**config.mk**
```make
export PLATFORM = sky130hd
export DESIGN_NAME = if_fetch_flat
export DESIGN_NICKNAME = d
export VERILOG_FILES = /design/src/rtl/if_fetch_if.sv /design/src/rtl/if_fetch.sv /design/src/flat_wrapper.sv
export SDC_FILE = /design/constraint.sdc
export NUM_CORES = 1
export LEC_CHECK = 0
export CORE_MARGIN = 4
export CORE_UTILIZATION = 35
export DETAILED_ROUTE_END_ITERATION = 12
export MAX_ROUTING_LAYER = met4
export PLACE_DENSITY = 0.69
export SYNTH_ARGS = -nofsm -noshare
export SYNTH_HDL_FRONTEND = slang
export SYNTH_SLANG_ARGS = --single-unit
```
**constraint.sdc**
```tcl
create_clock -name clk -period 2.32 [get_ports clk]
set_input_delay 0.348 -clock clk [delete_from_list [all_inputs] [get_ports clk]]
set_output_delay 0.348 -clock clk [all_outputs]
set_load 0.005 [all_outputs]
```
**src/rtl/if_fetch_if.sv**
```systemverilog
// if_fetch_if: instruction-memory request/ack bus between the fetch stage
// (master) and instruction memory (slave). The request is held, with its
// address, until the memory acknowledges it. The acknowledge may come in
// the same cycle as the request.
interface if_fetch_if;
  logic        imem_req;
  logic [15:0] imem_addr;
  logic        imem_ack;
  logic [15:0] imem_rdata;

  modport master (
    output imem_req,
    output imem_addr,
    input  imem_ack,
    input  imem_rdata
  );

  modport slave (
    input  imem_req,
    input  imem_addr,
    output imem_ack,
    output imem_rdata
  );
endinterface

```
**src/rtl/if_fetch.sv**
```systemverilog
// if_fetch: instruction-fetch stage of the 16-bit pipeline.
// - Owns the fetch PC and drives the IF/ID register inputs.
// - Runs a variable-latency request/ack handshake to instruction memory.
// - Parks a stalled instruction in a one-entry hold buffer.
// - Drains, and discards, an in-flight request when a branch redirect arrives.
// Optional feature: define FETCH_HALT_EN so that consuming an HLT
// instruction (opcode 4'hF) parks the stage in HALTED until a redirect
// arrives.
module if_fetch (
  input  logic        clk,
  input  logic        rst_n,
  input  logic        stall_i,
  input  logic        redirect_i,
  input  logic [15:0] redirect_pc_i,
  if_fetch_if.master  imem,
  output logic [15:0] inst_data_o,
  output logic [15:0] pc_next_o,
  output logic        if_valid_o,
  output logic        ifid_write_o,
  output logic        ifid_flush_o
);

  typedef enum logic [1:0] {
    ST_FETCH  = 2'd0,
    ST_HOLD   = 2'd1,
    ST_DRAIN  = 2'd2
`ifdef FETCH_HALT_EN
    ,
    ST_HALTED = 2'd3
`endif
  } state_e;

  state_e      state_q, state_d;
  logic [15:0] fetch_pc_q, fetch_pc_d;
  logic [15:0] hold_inst_q, hold_inst_d;
  logic [15:0] drain_addr_q, drain_addr_d;

  logic        req_s;
  logic [15:0] addr_s;
  logic        valid_s;
  logic [15:0] inst_src_s;
  logic [15:0] pc_inc_s;
  logic [15:0] target_s;

`ifdef FETCH_HALT_EN
  // HLT is recognised purely by its opcode nibble
  function automatic logic is_hlt(input logic [15:0] inst);
    return (inst[15:12] == 4'hF);
  endfunction
`endif

  // mod-2^16 increment; fetch addresses are always halfword aligned
  assign pc_inc_s = fetch_pc_q + 16'd2;
  assign target_s = redirect_pc_i & 16'hFFFE;

  // State, fetch PC, hold buffer and drain address registers
  always_ff @(posedge clk or negedge rst_n) begin
    if (!rst_n) begin
      state_q      <= ST_FETCH;
      fetch_pc_q   <= 16'h0000;
      hold_inst_q  <= 16'h0000;
      drain_addr_q <= 16'h0000;
    end else begin
      state_q      <= state_d;
      fetch_pc_q   <= fetch_pc_d;
      hold_inst_q  <= hold_inst_d;
      drain_addr_q <= drain_addr_d;
    end
  end

  // Next-state and datapath decode; redirect overrides everything else
  always_comb begin
    state_d      = state_q;
    fetch_pc_d   = fetch_pc_q;
    hold_inst_d  = hold_inst_q;
    drain_addr_d = drain_addr_q;
    req_s        = 1'b0;
    addr_s       = fetch_pc_q;
    valid_s      = 1'b0;
    inst_src_s   = 16'h0000;

    case (state_q)
      ST_FETCH: begin
        req_s = 1'b1;
        if (redirect_i) begin
          fetch_pc_d = target_s;
          if (imem.imem_ack) begin
            state_d = ST_FETCH;
          end else begin
            // keep the old address on the bus until memory answers it
            drain_addr_d = fetch_pc_q;
            state_d      = ST_DRAIN;
          end
        end else if (imem.imem_ack) begin
          valid_s    = 1'b1;
          inst_src_s = imem.imem_rdata;
          if (stall_i) begin
            hold_inst_d = imem.imem_rdata;
            state_d     = ST_HOLD;
          end else begin
            fetch_pc_d = pc_inc_s;
`ifdef FETCH_HALT_EN
            if (is_hlt(imem.imem_rdata)) begin
              fetch_pc_d = fetch_pc_q;
              state_d    = ST_HALTED;
            end else begin
              state_d = ST_FETCH;
            end
`endif
          end
        end else begin
          state_d = ST_FETCH;
        end
      end

      ST_HOLD: begin
        // fetch_pc still points at the held instruction, so pc_next is right
        inst_src_s = hold_inst_q;
        if (redirect_i) begin
          fetch_pc_d = target_s;
          state_d    = ST_FETCH;
        end else if (!stall_i) begin
          valid_s    = 1'b1;
          fetch_pc_d = pc_inc_s;
          state_d    = ST_FETCH;
`ifdef FETCH_HALT_EN
          if (is_hlt(hold_inst_q)) begin
            fetch_pc_d = fetch_pc_q;
            state_d    = ST_HALTED;
          end else begin
            state_d = ST_FETCH;
          end
`endif
        end else begin
          valid_s = 1'b1;
        end
      end

      ST_DRAIN: begin
        req_s  = 1'b1;
        addr_s = drain_addr_q;
        if (redirect_i) begin
          fetch_pc_d = target_s;
        end else begin
          fetch_pc_d = fetch_pc_q;
        end
        if (imem.imem_ack) begin
          state_d = ST_FETCH;
        end else begin
          state_d = ST_DRAIN;
        end
      end

`ifdef FETCH_HALT_EN
      ST_HALTED: begin
        if (redirect_i) begin
          fetch_pc_d = target_s;
          state_d    = ST_FETCH;
        end else begin
          state_d = ST_HALTED;
        end
      end
`endif

      default: begin
        state_d = ST_FETCH;
      end
    endcase
  end

  // The request and valid are forced low while reset is asserted
  assign imem.imem_req  = req_s & rst_n;
  assign imem.imem_addr = addr_s;
  assign if_valid_o     = valid_s & rst_n;
  assign inst_data_o    = if_valid_o ? inst_src_s : 16'h0000;
  assign pc_next_o      = pc_inc_s;
  assign ifid_write_o   = ~stall_i;
  assign ifid_flush_o   = redirect_i | ~if_valid_o;

endmodule

```
**src/flat_wrapper.sv**
```systemverilog
// flat-port wrapper written by rule: the top's interface ports become plain ports
module if_fetch_flat 
  (clk, rst_n, stall_i, redirect_i, redirect_pc_i, inst_data_o, pc_next_o, if_valid_o, ifid_write_o, ifid_flush_o, imem_imem_req, imem_imem_addr, imem_imem_ack, imem_imem_rdata);
  if_fetch_if imem_i ();
  input  logic clk;
  input  logic rst_n;
  input  logic stall_i;
  input  logic redirect_i;
  input  logic [15:0] redirect_pc_i;
  output logic [15:0] inst_data_o;
  output logic [15:0] pc_next_o;
  output logic if_valid_o;
  output logic ifid_write_o;
  output logic ifid_flush_o;
  output wire logic [$bits(imem_i.imem_req)-1:0] imem_imem_req;
  output wire logic [$bits(imem_i.imem_addr)-1:0] imem_imem_addr;
  input wire logic [$bits(imem_i.imem_ack)-1:0] imem_imem_ack;
  input wire logic [$bits(imem_i.imem_rdata)-1:0] imem_imem_rdata;
  assign imem_imem_req = imem_i.imem_req;
  assign imem_imem_addr = imem_i.imem_addr;
  assign imem_i.imem_ack = imem_imem_ack;
  assign imem_i.imem_rdata = imem_imem_rdata;
  if_fetch u_core (.clk(clk), .rst_n(rst_n), .stall_i(stall_i), .redirect_i(redirect_i), .redirect_pc_i(redirect_pc_i), .imem(imem_i), .inst_data_o(inst_data_o), .pc_next_o(pc_next_o), .if_valid_o(if_valid_o), .ifid_write_o(ifid_write_o), .ifid_flush_o(ifid_flush_o));
endmodule
```
# After elaboration in Yosys (flattened, before gate mapping)
# Index checks and enable logic that the tools add are counted.
[totals]
reg_bits = 50
inputBits = 37
output_inout_bits = 52
word_cells = 48
[op_classes]
n_mux = 23
n_reduce_logical = 7
n_addsub = 1
bitwise_logic = 7
eq_ne = 6
[ops]
columns = ["op", "n"]
rows = [
  ["$mux W16", 9],
  ["$pmux W16 S3", 1],
  ["$pmux W16 S2", 1],
  ["$add A16 B2 Y16 const B", 1],
  ["$mux W2", 6],
  ["$ne A3 B3 Y1 const B", 2],
  ["$pmux W2 S3", 1],
  ["$reduce_and A3 Y1", 2],
  ["$mux W1", 4],
  ["$ne A4 B4 Y1 const B", 1],
  ["$not A1 Y1", 4],
  ["$reduce_and A4 Y1", 1],
  ["$reduce_bool A3 Y1", 1],
  ["$and A1 B1 Y1", 2],
  ["$eq A2 B1 Y1 const B", 1],
  ["$eq A2 B2 Y1 const B", 1],
  ["$logic_not A2 Y1", 1],
  ["$ne A2 B2 Y1 const B", 1],
  ["$pmux W1 S2", 1],
  ["$reduce_and A2 Y1", 1],
  ["$reduce_or A2 Y1", 1],
  ["$or A1 B1 Y1", 1],
]

# Depth between registers and ports, before layout
[logic_depth]
ltp_word = 6
mapped_depth = 7
ltp_nobuf = 5

# Worst setup path before layout
# OpenSTA, ideal clock, no wires.
[synth_path]
path_type = "flip-flop to output port"
from = "register u_core.state_q[1]"
to = "output inst_data_o[10]"
stages_incl_launch_ff = 6
arrival_ns = 1.434
path_buffers = 2
path_slack_ns = 0.538
t_required_ns = 1.972
cell_sequence = "dfrtp_1 buf_2 nor4b_4 buf_2 a22oi_1 nor2_1"
[synth_via]
elab_chain_cells = 4
word_cells_on_any_way = 6
classes_between = "eq/ne (1); mux (3); bitwise (1); reduce/logical (1)"
[synth_lines]
columns = ["item", "line_no", "rtl"]
rows = [
  ["start, declared", "if_fetch.sv:33", "state_e state_q, state_d;"],
  ["start signal, assigned", "if_fetch.sv:64", "state_q <= state_d;"],
  ["$eq A2 B1 Y1 / $logic_not A2 Y1 (equally long branches)", "if_fetch.sv:82", "case (state_q)"],
  ["$pmux W1 S2", "if_fetch.sv:82", ""],
  ["$and A1 B1 Y1", "if_fetch.sv:174", "assign if_valid_o = valid_s & rst_n;"],
  ["$mux W16 (*)", "if_fetch.sv:175", "assign inst_data_o = if_valid_o ? inst_src_s : 16'h0000;"],
  ["end, declared", "flat_wrapper.sv:10", "output logic [15:0] inst_data_o;"],
]
# Every way passes the cells marked *; elsewhere a longest branch is shown, timed or not.

# Worst setup path after layout
[layout_path]
from = "register u_core.fetch_pc_q[1]"
to = "output pc_next_o[6]"
[layout_via]
elab_chain_cells = 1
[layout_lines]
columns = ["item", "line_no", "rtl"]
rows = [
  ["start, declared", "if_fetch.sv:34", "logic [15:0] fetch_pc_q, fetch_pc_d;"],
  ["start signal, assigned", "if_fetch.sv:65", "fetch_pc_q <= fetch_pc_d;"],
  ["$add A16 B2 Y16", "if_fetch.sv:53", "assign pc_inc_s = fetch_pc_q + 16'd2;"],
  ["end, declared", "flat_wrapper.sv:11", "output logic [15:0] pc_next_o;"],
]
# Every way passes these cells.

==> key figures <==
Critical path
  – Crit-path max FO: 5
  – CP max stage cell: clkdlybuf4s50_1
  – CP Class: register to output pin
  – Top delay family on crit path: buffers and inverters
  – Worst r2r src: u_core.state_q[0]
  – Worst Setup SP: u_core.fetch_pc_q[1]
  – Setup crit start kind: register
  – WP data arrival: 1920 ps
  – Count of buffer and inverter cells on the critical path: 3
  – Max incr delay on CP: 490 ps
  – Reg-to-reg slack, setup: 330 ps
  – CP cell instances: buf_4 > and2_4 > and2_1 > xnor2_2 > inv_1 > clkdlybuf4s50_1
  – Setup crit end kind: output pin
  – Worst EP required: 1970 ps

Yosys
  – Synth cell count leaders: nand2_1 (52), dfrtp_1 (48), nor2_1 (23)
  – EDFF count, synth: 0
  – Asr flop ratio synth: 1.00
  – Largest cells by area after synthesis: dfrtp_1 (43%), mux2_2 (8.4%), nand2_1 (7.0%)
  – Unique masters post-synth: 39
  – #FFs+latches synth: 48
  – Count leader, synth: nand2_1
  – Post-synth top area share: 0.429
  – Synth Area in XOR/XNOR: 0.0407
  – Syn_area_per_cell: 9.52 sq um
  – Mapped Area: 2800 sq um
  – Yosys top cell by area: dfrtp_1
  – Synth warn: 0
  – Mapped Cells: 294
  – Mux cell area share after synthesis: 0.138
  – Post-synth top flop: dfrtp_1
  – Main combinational cell family by area after synthesis: simple AND/OR/NAND/NOR gates
  – Post-synthesis compound-gate area fraction: 0.134
  – Adder-cell share of the synthesized area: 0.00447
  – Post-synthesis sequential area ratio: 0.429
  – Synth Area in Simple Gates: 0.201

Drt
  – TritonRoute pass-1 iters: 5
  – Routed WL per cell: 15.7 um
  – DRT iter0 DRCs: 123
  – # DRC: 0
  – Post-route ant nets: 0
  – Detailed-route via count: 2574
  – Vias/cell: 5.12
  – WL final: 7900 um

Hold path
  – Hold Path Class: primary input to async pin

Final layout
  – Final core occ: 0.532
  – Area of the multi-input gates: 1500 sq um
  – Area delta synth->final: 47.5%
  – Final Instance Area: 4130 sq um
  – Filler cells: 728
  – Ratio of cells with drive above 1 in the final layout: 0.248
  – Fin nets: 437
  – Sequential cell area: 1210 sq um

CTS
  – Cts bufs inserted: 5
  – CTS max path bufs: 2
  – Clk_lat worst skew: 300 ps
  – CTS H-tree depth: 2
  – Reg clk slew, reported paths: 90 ps
  – Clock tree sinks: 48
  – Root Buffer: clkbuf_8
  – TritonCTS clock tree: done

Floorplanning
  – FP Rows: 32
  – Initial Util: 0.361
  – Ports: 89
  – DIE WIDTH: 97.4 um
  – Die area: 9500 sq um
  – Placeable Area: 7770 sq um
  – Die Y: 97.4 um

Place
  – DP HPWL: 5380 um
  – RD Place Congestion: 0.827
  – PortBufs: 85
  – Area of placed instances: 3870 sq um

Timing
  – Tmin final: 2270 ps
  – Final period utilization: 0.977
  – Hold Fails Final Rpt: 0
  – Max Clk Rate: 441 MHz
  – Final setup viols: 0
  – Slew headroom: 0.284
  – Worst-margin pin slew: 1070 ps
  – Final Max Tran Viols: 0
  – Worst Skew: 5.34 ps
  – Hold WS: 215 ps

Global routing
  – Gr usage total: 0.167
  – Vias in the first global route: 2610
  – First-pass GRT wire length: 12700 um
  – Antenna violations before repair: 1
  – Overflow after GRT: 0
  – Largest net degree at the start of global routing: 49

Run status
  – Run status: finished, final reports clean

Flow run
  – Reported max-cap violation count: 0

Power and ir drop
  – Pwr Density: 674 nW/um^2
  – Max VDD drop: 0.000260 V
  – Leakage: 0.00188 uW
power breakdown:
part           internal (uW)  switching, uW  total (uW)
Sequential              1040            155        1200
Combinational            605            371         976
Clock                    319            290         610
Total                   1970            816        2780
worst paths after layout:
check,endpoint,cells after the start
hold / removal,u_core.drain_addr_q[3],2
setup / recovery,pc_next_o[6],6
hold reg to reg,u_core.drain_addr_q[9],1
min in group clk,u_core.drain_addr_q[9],1
max in group asynchronous,u_core.state_q[0],2
setup reg to reg,u_core.fetch_pc_q[14],4
worst register-to-register path, stage by stage, from the launching register on:
cell,delay [ps]
dfrtp_2,460
or2_1,300
a21oi_1,840
a21oi_1,110
a2bb2oi_1,180
area by class of cell:
type / instances / area share
clock buffers: 5 / 0.0167
flip-flops and latches: 48 / 0.294
inverters: 6 / 0.00545
multi-input cells: 217 / 0.363
well taps: 102 / 0.0309
diodes: 1 / 0.000606
repair buffers: 121 / 0.279
clock inverters: 3 / 0.0103
stage by stage:
stage          total power, uW  cells  setup TNS, ps  setup WS, ps
5_1_grt                   2960    503          -30.2         -30.2
2_1_floorplan             1660    295              0           538
3_5_place_dp              2130    480          -1040         -96.5
6_report                  2780    503              0          53.5
3_3_place_gp              2110    480           -991         -73.2
4_1_cts                   2770    496              0          1.15
flip-flops by register name, summed over array words and instances, names as in the netlist:
signal / count
u_core.hold_inst_q: 16
u_core.drain_addr_q: 15
u_core.fetch_pc_q: 15
u_core.state_q: 2
repair_timing:
item | CTS | global route
buffers inserted | 8 | 6
gates resized for setup | 34 | 16
setup endpoints to repair | 30 | 21
hold buffers | 0 | 0
pin swaps | 4 | 3
cell usage in the layout (no fill, tap or decap), types with 2 or more instances in the layout:
cell	count
nor2_1	23
conb_1	2
xor2_1	4
a21oi_1	8
nand3_1	14
dfrtp_2	10
xnor2_1	7
dlymetal6s2s_1	4
dlygate4sd2_1	21
xnor2_2	2
clkdlybuf4s50_1	59
dfrtp_1	38
nand2_1	52
mux2_2	21
and4_4	4
a22oi_1	18
a2bb2oi_1	6
inv_1	6
o2bb2ai_1	3
nor2b_1	2
nor3_1	2
and2_1	2
buf_12	4
mux2_4	10
nand4_1	4
o22ai_1	6
o211ai_1	3
o21ai_0	7
clkbuf_8	5
buf_4	31
cell families (layout without fill, tap and decap cells):
logic type / after synthesis / after routing
AO/OA/AOI/OAI: 55 / 55
XOR/XNOR: 13 / 13
adder cells (fa/ha/maj): 1 / 1
buffers and inverters: 30 / 135
flip-flops: 48 / 48
multiplexers: 31 / 31
other: 1 / 3
AND/OR/NAND/NOR: 115 / 115
routing by layer:
metal | track usage | part of all wire | vias up
met5 | - | 0 | -
met4 | 0.0362 | 0.0037 | 0
met3 | 0.0474 | 0.079 | 2
met2 | 0.269 | 0.48 | 108
met1 | 0.211 | 0.44 | 1227
li1 | - | - | 1237
Power figures use the tool's default switching activity.
